--- config.mk ---
export PLATFORM = sky130hd
export DESIGN_NAME = accum_ctrl
export DESIGN_NICKNAME = d
export VERILOG_FILES = /design/src/rtl/accum_ctrl_pkg.sv /design/src/rtl/accum_ctrl_debounce_sync.sv /design/src/rtl/accum_ctrl.sv
export SDC_FILE = /design/constraint.sdc
export NUM_CORES = 1
export LEC_CHECK = 0
export CORE_AREA = 2 2 83 85
export DETAILED_ROUTE_END_ITERATION = 10
export DIE_AREA = 0 0 85 87
export GPL_ROUTABILITY_DRIVEN = 0
export GPL_TIMING_DRIVEN = 1
export PLACE_DENSITY = 0.59
export SETUP_SLACK_MARGIN = 0.1
export SLEW_MARGIN = 20
export SYNTH_ARGS = -nofsm -noshare
export SYNTH_HDL_FRONTEND = slang
export SYNTH_HIERARCHICAL = 1
export SYNTH_SLANG_ARGS = --single-unit
--- constraint.sdc ---
create_clock -name clk -period 1.46 [get_ports clk]
set_input_delay 0.146 -clock clk [delete_from_list [all_inputs] [get_ports clk]]
set_output_delay 0.146 -clock clk [all_outputs]
set_load 0.05 [all_outputs]
--- src/rtl/accum_ctrl_pkg.sv ---
// accum_ctrl_pkg
// Shared types and widths for the accumulator sequencer.
//   ctrl_state_t  : sequencer state encoding
//   ACC_W/CNT_W/SW_W : datapath widths
//   sum_overflows : true when sw + acc does not fit in ACC_W bits
package accum_ctrl_pkg;

  localparam int ACC_W = 16;
  localparam int CNT_W = 8;
  localparam int SW_W  = 8;

  typedef enum logic [2:0] {
    IDLE,
    COMMIT,
    WAIT_REL,
    CLEAR,
    CLR_REL
  } ctrl_state_t;

  // One extra bit of headroom so the carry out of the add is the overflow flag.
  function automatic logic sum_overflows(input logic [SW_W-1:0]  sw,
                                         input logic [ACC_W-1:0] acc);
    logic [ACC_W:0] sum;
    sum = {{(ACC_W - SW_W + 1){1'b0}}, sw} + {1'b0, acc};
    return sum[ACC_W];
  endfunction

endpackage

--- src/rtl/accum_ctrl_debounce_sync.sv ---
// debounce_sync
// Two-flop synchronizer followed by a level debouncer for one active-low
// button. The debounced level follows the synchronized input only after it
// has disagreed with the current level on DB_CYCLES+1 consecutive samples.
//   clk, rst_n : clock, synchronous active-low reset
//   btn_n      : raw button, asynchronous to clk
//   level      : debounced button level (1 = released)
module debounce_sync #(
  parameter int DB_CYCLES = 50000
) (
  input  logic clk,
  input  logic rst_n,
  input  logic btn_n,
  output logic level
);

  localparam int CW = $clog2(DB_CYCLES + 1);
  localparam logic [CW-1:0] CNT_TC = CW'(DB_CYCLES);

  logic          sync_1;
  logic          sync_2;
  logic [CW-1:0] cnt;

  always_ff @(posedge clk) begin
    if (!rst_n) begin
      sync_1 <= 1'b1;
      sync_2 <= 1'b1;
      level  <= 1'b1;
      cnt    <= '0;
    end else begin
      sync_1 <= btn_n;
      sync_2 <= sync_1;
      // Any sample that agrees with the current level restarts the run.
      if (sync_2 == level) begin
        cnt <= '0;
      end else if (cnt == CNT_TC) begin
        level <= sync_2;
        cnt   <= '0;
      end else begin
        cnt <= cnt + CW'(1);
      end
    end
  end

endmodule

--- src/rtl/accum_ctrl.sv ---
// accum_ctrl
// Turns the add/clear push buttons into single-cycle strobes for the
// accumulator and entry counter, rejecting adds that would overflow the sum
// or wrap the count.
//   clk, rst_n       : clock, synchronous active-low reset
//   add_n, clr_n     : raw active-low buttons
//   sw_in            : operand to add
//   acc_in, cnt_in   : current accumulator value and entry count
//   acc_en, cnt_en   : load / increment strobes (one cycle)
//   acc_clr          : clear strobe for accumulator and counter (one cycle)
//   ovf, full        : sticky rejection flags, cleared by CLEAR
//   busy             : sequencer not in IDLE
//
// state    | meaning
// IDLE     | waiting for a button press
// COMMIT   | one cycle: strobe the add or record why it was rejected
// WAIT_REL | add done, waiting for add release (clear still honoured)
// CLEAR    | one cycle: strobe the clear, drop sticky flags
// CLR_REL  | waiting for both buttons released
module accum_ctrl
  import accum_ctrl_pkg::*;
#(
  parameter int DB_CYCLES = 50000
) (
  input  logic             clk,
  input  logic             rst_n,
  input  logic             add_n,
  input  logic             clr_n,
  input  logic [SW_W-1:0]  sw_in,
  input  logic [ACC_W-1:0] acc_in,
  input  logic [CNT_W-1:0] cnt_in,
  output logic             acc_en,
  output logic             cnt_en,
  output logic             acc_clr,
  output logic             ovf,
  output logic             full,
  output logic             busy
);

  ctrl_state_t state, state_nxt;
  logic        add_lvl, clr_lvl;
  logic        blk_ovf, blk_full, blocked;

  debounce_sync #(.DB_CYCLES(DB_CYCLES)) u_db_add (
    .clk   (clk),
    .rst_n (rst_n),
    .btn_n (add_n),
    .level (add_lvl)
  );

  debounce_sync #(.DB_CYCLES(DB_CYCLES)) u_db_clr (
    .clk   (clk),
    .rst_n (rst_n),
    .btn_n (clr_n),
    .level (clr_lvl)
  );

  assign blk_ovf  = sum_overflows(sw_in, acc_in);
  assign blk_full = (cnt_in == {CNT_W{1'b1}});
  assign blocked  = blk_ovf | blk_full;

  always_ff @(posedge clk) begin
    if (!rst_n) begin
      state <= IDLE;
    end else begin
      state <= state_nxt;
    end
  end

  always_comb begin
    state_nxt = state;
    acc_en    = 1'b0;
    cnt_en    = 1'b0;
    acc_clr   = 1'b0;
    busy      = (state != IDLE);
    case (state)
      IDLE: begin
        if (!clr_lvl)      state_nxt = CLEAR;
        else if (!add_lvl) state_nxt = COMMIT;
      end
      COMMIT: begin
        acc_en    = !blocked;
        cnt_en    = !blocked;
        state_nxt = WAIT_REL;
      end
      WAIT_REL: begin
        if (!clr_lvl)     state_nxt = CLEAR;
        else if (add_lvl) state_nxt = IDLE;
      end
      CLEAR: begin
        acc_clr   = 1'b1;
        state_nxt = CLR_REL;
      end
      CLR_REL: begin
        if (clr_lvl && add_lvl) state_nxt = IDLE;
      end
      default: state_nxt = IDLE;
    endcase
  end

  // Flags latch the rejection reason at the end of COMMIT; a reset taken on
  // that same edge wins so nothing is recorded for an aborted commit.
  always_ff @(posedge clk) begin
    if (!rst_n) begin
      ovf  <= 1'b0;
      full <= 1'b0;
    end else if (state == CLEAR) begin
      ovf  <= 1'b0;
      full <= 1'b0;
    end else if (state == COMMIT) begin
      if (blk_ovf)  ovf  <= 1'b1;
      if (blk_full) full <= 1'b1;
    end
  end

endmodule

==> key figures <==
Logic synthesis
  – Asr flop ratio synth: 0
  – Netlist Area Pre-Place: 2200 sq um
  – EDFF count, synth: 0
  – Synth Flop Type: dfxtp_1
  – Commonest cells in the netlist: 43 x dfxtp_1, 41 x nor2_1, 26 x xnor2_1, 15 x inv_1, 14 x nand2_1
  – Synth area leaders: dfxtp_1 39%, xnor2_1 10%, nor2_1 7.0%
  – Cell variety after synth: 35
  – Synth top area share: 0.391
  – Synth Warn #: 6
  – Sequential-to-total area share from yosys stat: 0.391
  – Dominant cell type by area after synthesis: dfxtp_1
  – Synthesized instance count: 233
  – Top-count cell post-synth: dfxtp_1
  – Synthesized Nets: 280
  – Syn avg cell area: 9.45 sq um
  – FF+latch count, synth: 43

Final layout
  – Final nets: 350
  – Finished Layout Cells: 384
  – Share of cells above drive strength 1: 0.421
  – Fillers: 587
  – Antenna diodes: 0
  – Final Instance Area: 3350 sq um
  – Area grow syn2layout: 52.3%

Timing
  – Max Freq: 0.610 GHz
  – Final period utilization: 1.12
  – Final Worst Setup Slack: -0.179 ns
  – Slew @ Worst Pin: 0.512 ns
  – Final min period: 1.64 ns
  – Final number of hold-violating endpoints: 0
  – Final setup vio count: 2
  – Relative slew slack: 0.658
  – Final Max Slew Viols: 0
  – Setup Skew: 0.00947 ns
  – RSZ-0062 raised after global routing: yes

Worst hold path
  – Hold Path Sink: u_db_add/sync_1
  – Worst Hold Class: primary input to flip-flop
  – Worst hold path startpoint: add_n
  – Cells on Worst Hold Path: 2

Clock network
  – Maximum buffer depth of the clock tree: 2
  – Clk sinks: 43
  – CTS root buffer: clkbuf_8
  – Total CTS buffers: 5
  – Skew-Pair Late Insertion Delay: 0.29 ns
  – Reg clk slew, reported paths: 0.08 ns
  – CTS tree: yes
  – Htree depth: 2

Detailed routing
  – DR iter-0 viols: 35
  – DR pass1 iterations: 4
  – Wire per inst: 12.5 microns
  – Final wirelength: 4800 microns
  – Vias post-DR: 1817
  – Avg Vias per Cell: 4.73
  – Final ANT Viol Nets: 0
  – DR DRC count: 0

Place
  – PortBufs: 41
  – Placed Instances: 367
  – Placed inst area: 2890 sq um
  – DP HPWL: 3190 microns

Critical path
  – CP Cell Sequence: clkdlybuf4s15_1 -> ha_4 -> o21a_1 -> nor2_2 -> a2111oi_4 -> nor4_4 -> buf_4 -> buf_12
  – Worst r2r path cells: 6
  – Max incr delay on CP: 0.36 ns
  – Endpoint class of the critical path: primary output
  – R2R Setup Slk: 0.13 ns
  – CP startpoint kind: primary input
  – WP data arrival: 1.49 ns
  – Setup Crit Path Kind: primary input to primary output
  – CP top delay family: buffers and inverters
  – Slowest stage cell, crit path: a2111oi_4
  – Worst EP required: 1.31 ns
  – WP buf/inv: 3
  – R2R Path End: u_db_add/cnt[2]
  – CP startpoint: sw_in[2]
  – Crit path max fanout: 2
  – Reg-to-Reg Start: u_db_add/cnt[0]

Die
  – Die area: 7400 sq um
  – Core area: 6570 sq um
  – Die Span Y: 87 microns
  – Die X: 85 microns
  – Starting Density: 0.335
  – I/O pin cnt: 42
  – Row cnt: 30

Global route
  – Largest net degree at the start of global routing: 14
  – GRT Util Overall: 0.131
  – Congestion Overflow GR: 0
  – First-pass GRT wire length: 7790 microns
  – Vias in the first global route: 1687
  – Antenna violations before repair: 0

Job
  – Max-capacitance violation count: 0

Power
  – LEAKAGE: 1.23 nW
  – PnR Total Power: 2.19 mW
  – Maximum VDD drop: 0.577 mV
  – Power per cell area: 653 nW/um^2

Outcome
  – Status: finished with violations
  – Violated checks: negative setup slack
-- kinds of logic after synthesis --
logic type                 synth area share
DFF                                   0.391
and+or+nand+nor                       0.347
AOI/OAI and AO/OA                    0.0324
xor gates and xnor gates              0.119
adders and majority gates            0.0625
buffers and inverters                0.0392
muxes                               0.00909
-- state kept, by name, indices dropped and copies added, names as in the netlist --
| register | flops |
|---|---|
| u_db_clr/sync_2 | 1 |
| u_db_add/level | 1 |
| u_db_add/cnt | 16 |
| state | 3 |
| u_db_clr/level | 1 |
| u_db_clr/sync_1 | 1 |
| full | 1 |
| ovf | 1 |
| u_db_add/sync_2 | 1 |
| u_db_clr/cnt | 16 |
| u_db_add/sync_1 | 1 |
-- worst register-to-register path, delay by kind of cell (launching register included) --
kind / cells / cell delay [ns]
simple gates: 4 / 0.69
buf+inv: 1 / 0.05
fa+ha+maj: 1 / 0.14
flops: 1 / 0.38
-- placed cells by master, fill, tap and decap left out, types with 4 or more instances in the layout --
cell type,netlist,layout
ha_4,0,7
dfxtp_4,0,6
buf_4,1,22
clkdlybuf4s50_1,0,13
clkdlybuf4s15_1,0,4
and4bb_2,4,4
nor2_2,4,17
nand2_1,14,12
dlymetal6s2s_1,0,4
inv_1,15,10
clkbuf_2,0,6
nor3_1,7,4
ha_1,11,4
clkbuf_8,0,7
dlygate4sd2_1,0,8
buf_12,0,4
nand4_1,8,8
nor2_1,41,28
nand3_4,2,6
nand3_1,11,9
nand4_4,2,4
dfxtp_1,43,25
nand2b_1,4,4
nor4_2,6,4
xnor2_1,26,25
nor4_4,2,7
dfxtp_2,0,12
-- layout make-up --
type / instances / area [sq um] / share of cell area
clock buffer: 7 / 96.3 / 0.0287
clock inverter: 1 / 7.51 / 0.00224
inverter: 15 / 63.8 / 0.0190
multi-input combinational: 174 / 1590 / 0.474
sequential: 43 / 898 / 0.268
tap: 80 / 100 / 0.0299
timing repair buffer: 64 / 599 / 0.179
-- through the flow --
| stage | TNS, ns | hold slack, ns | util | setup WS [ns] |
|---|---|---|---|---|
| final | -0.358 | 0.411 | 0.510 | -0.179 |
| after detailed placement | -1.39 | 0.396 | 0.439 | -0.554 |
| after global routing | -0.500 | 0.413 | 0.510 | -0.250 |
| after global placement | -1.34 | 0.391 | 0.439 | -0.533 |
| after CTS | -0.828 | 0.403 | 0.467 | -0.414 |
| after floorplan | -0.495 | 0.208 | - | -0.374 |
-- timing repair --
item                       4_1_cts  5_1_grt
hold buffers                     0        0
gates resized for setup         28       85
buffers inserted                 1        6
setup endpoints to repair       36       37
pin swaps                       12       43
gates cloned                     2        0
-- per-layer routing --
metal  track usage  wire, microns  up-vias
li1              -              -      942
met1         0.166           2220      830
met2         0.214           2260       38
met3        0.0313            239        7
met4        0.0534             86        0
met5             0              0        -
-- report_power, final --
group          internal (mW)  total (mW)  switching, mW
combinational          0.107       0.179         0.0719
clock                  0.431       0.837          0.406
sequential              1.17        1.17        0.00531
total                   1.71        2.19          0.484
-- worst max-delay path by stage --
| stage | end | slack (ns) | cells past startpoint |
|---|---|---|---|
| after floorplan | cnt_en | -0.37 | 6 |
| after global placement | cnt_en | -0.53 | 7 |
| after detailed placement | acc_en | -0.55 | 7 |
| after CTS | acc_en | -0.41 | 7 |
| after global routing | cnt_en | -0.25 | 5 |
| final | acc_en | -0.18 | 8 |
No activity file was read; power rests on OpenSTA's default activity.
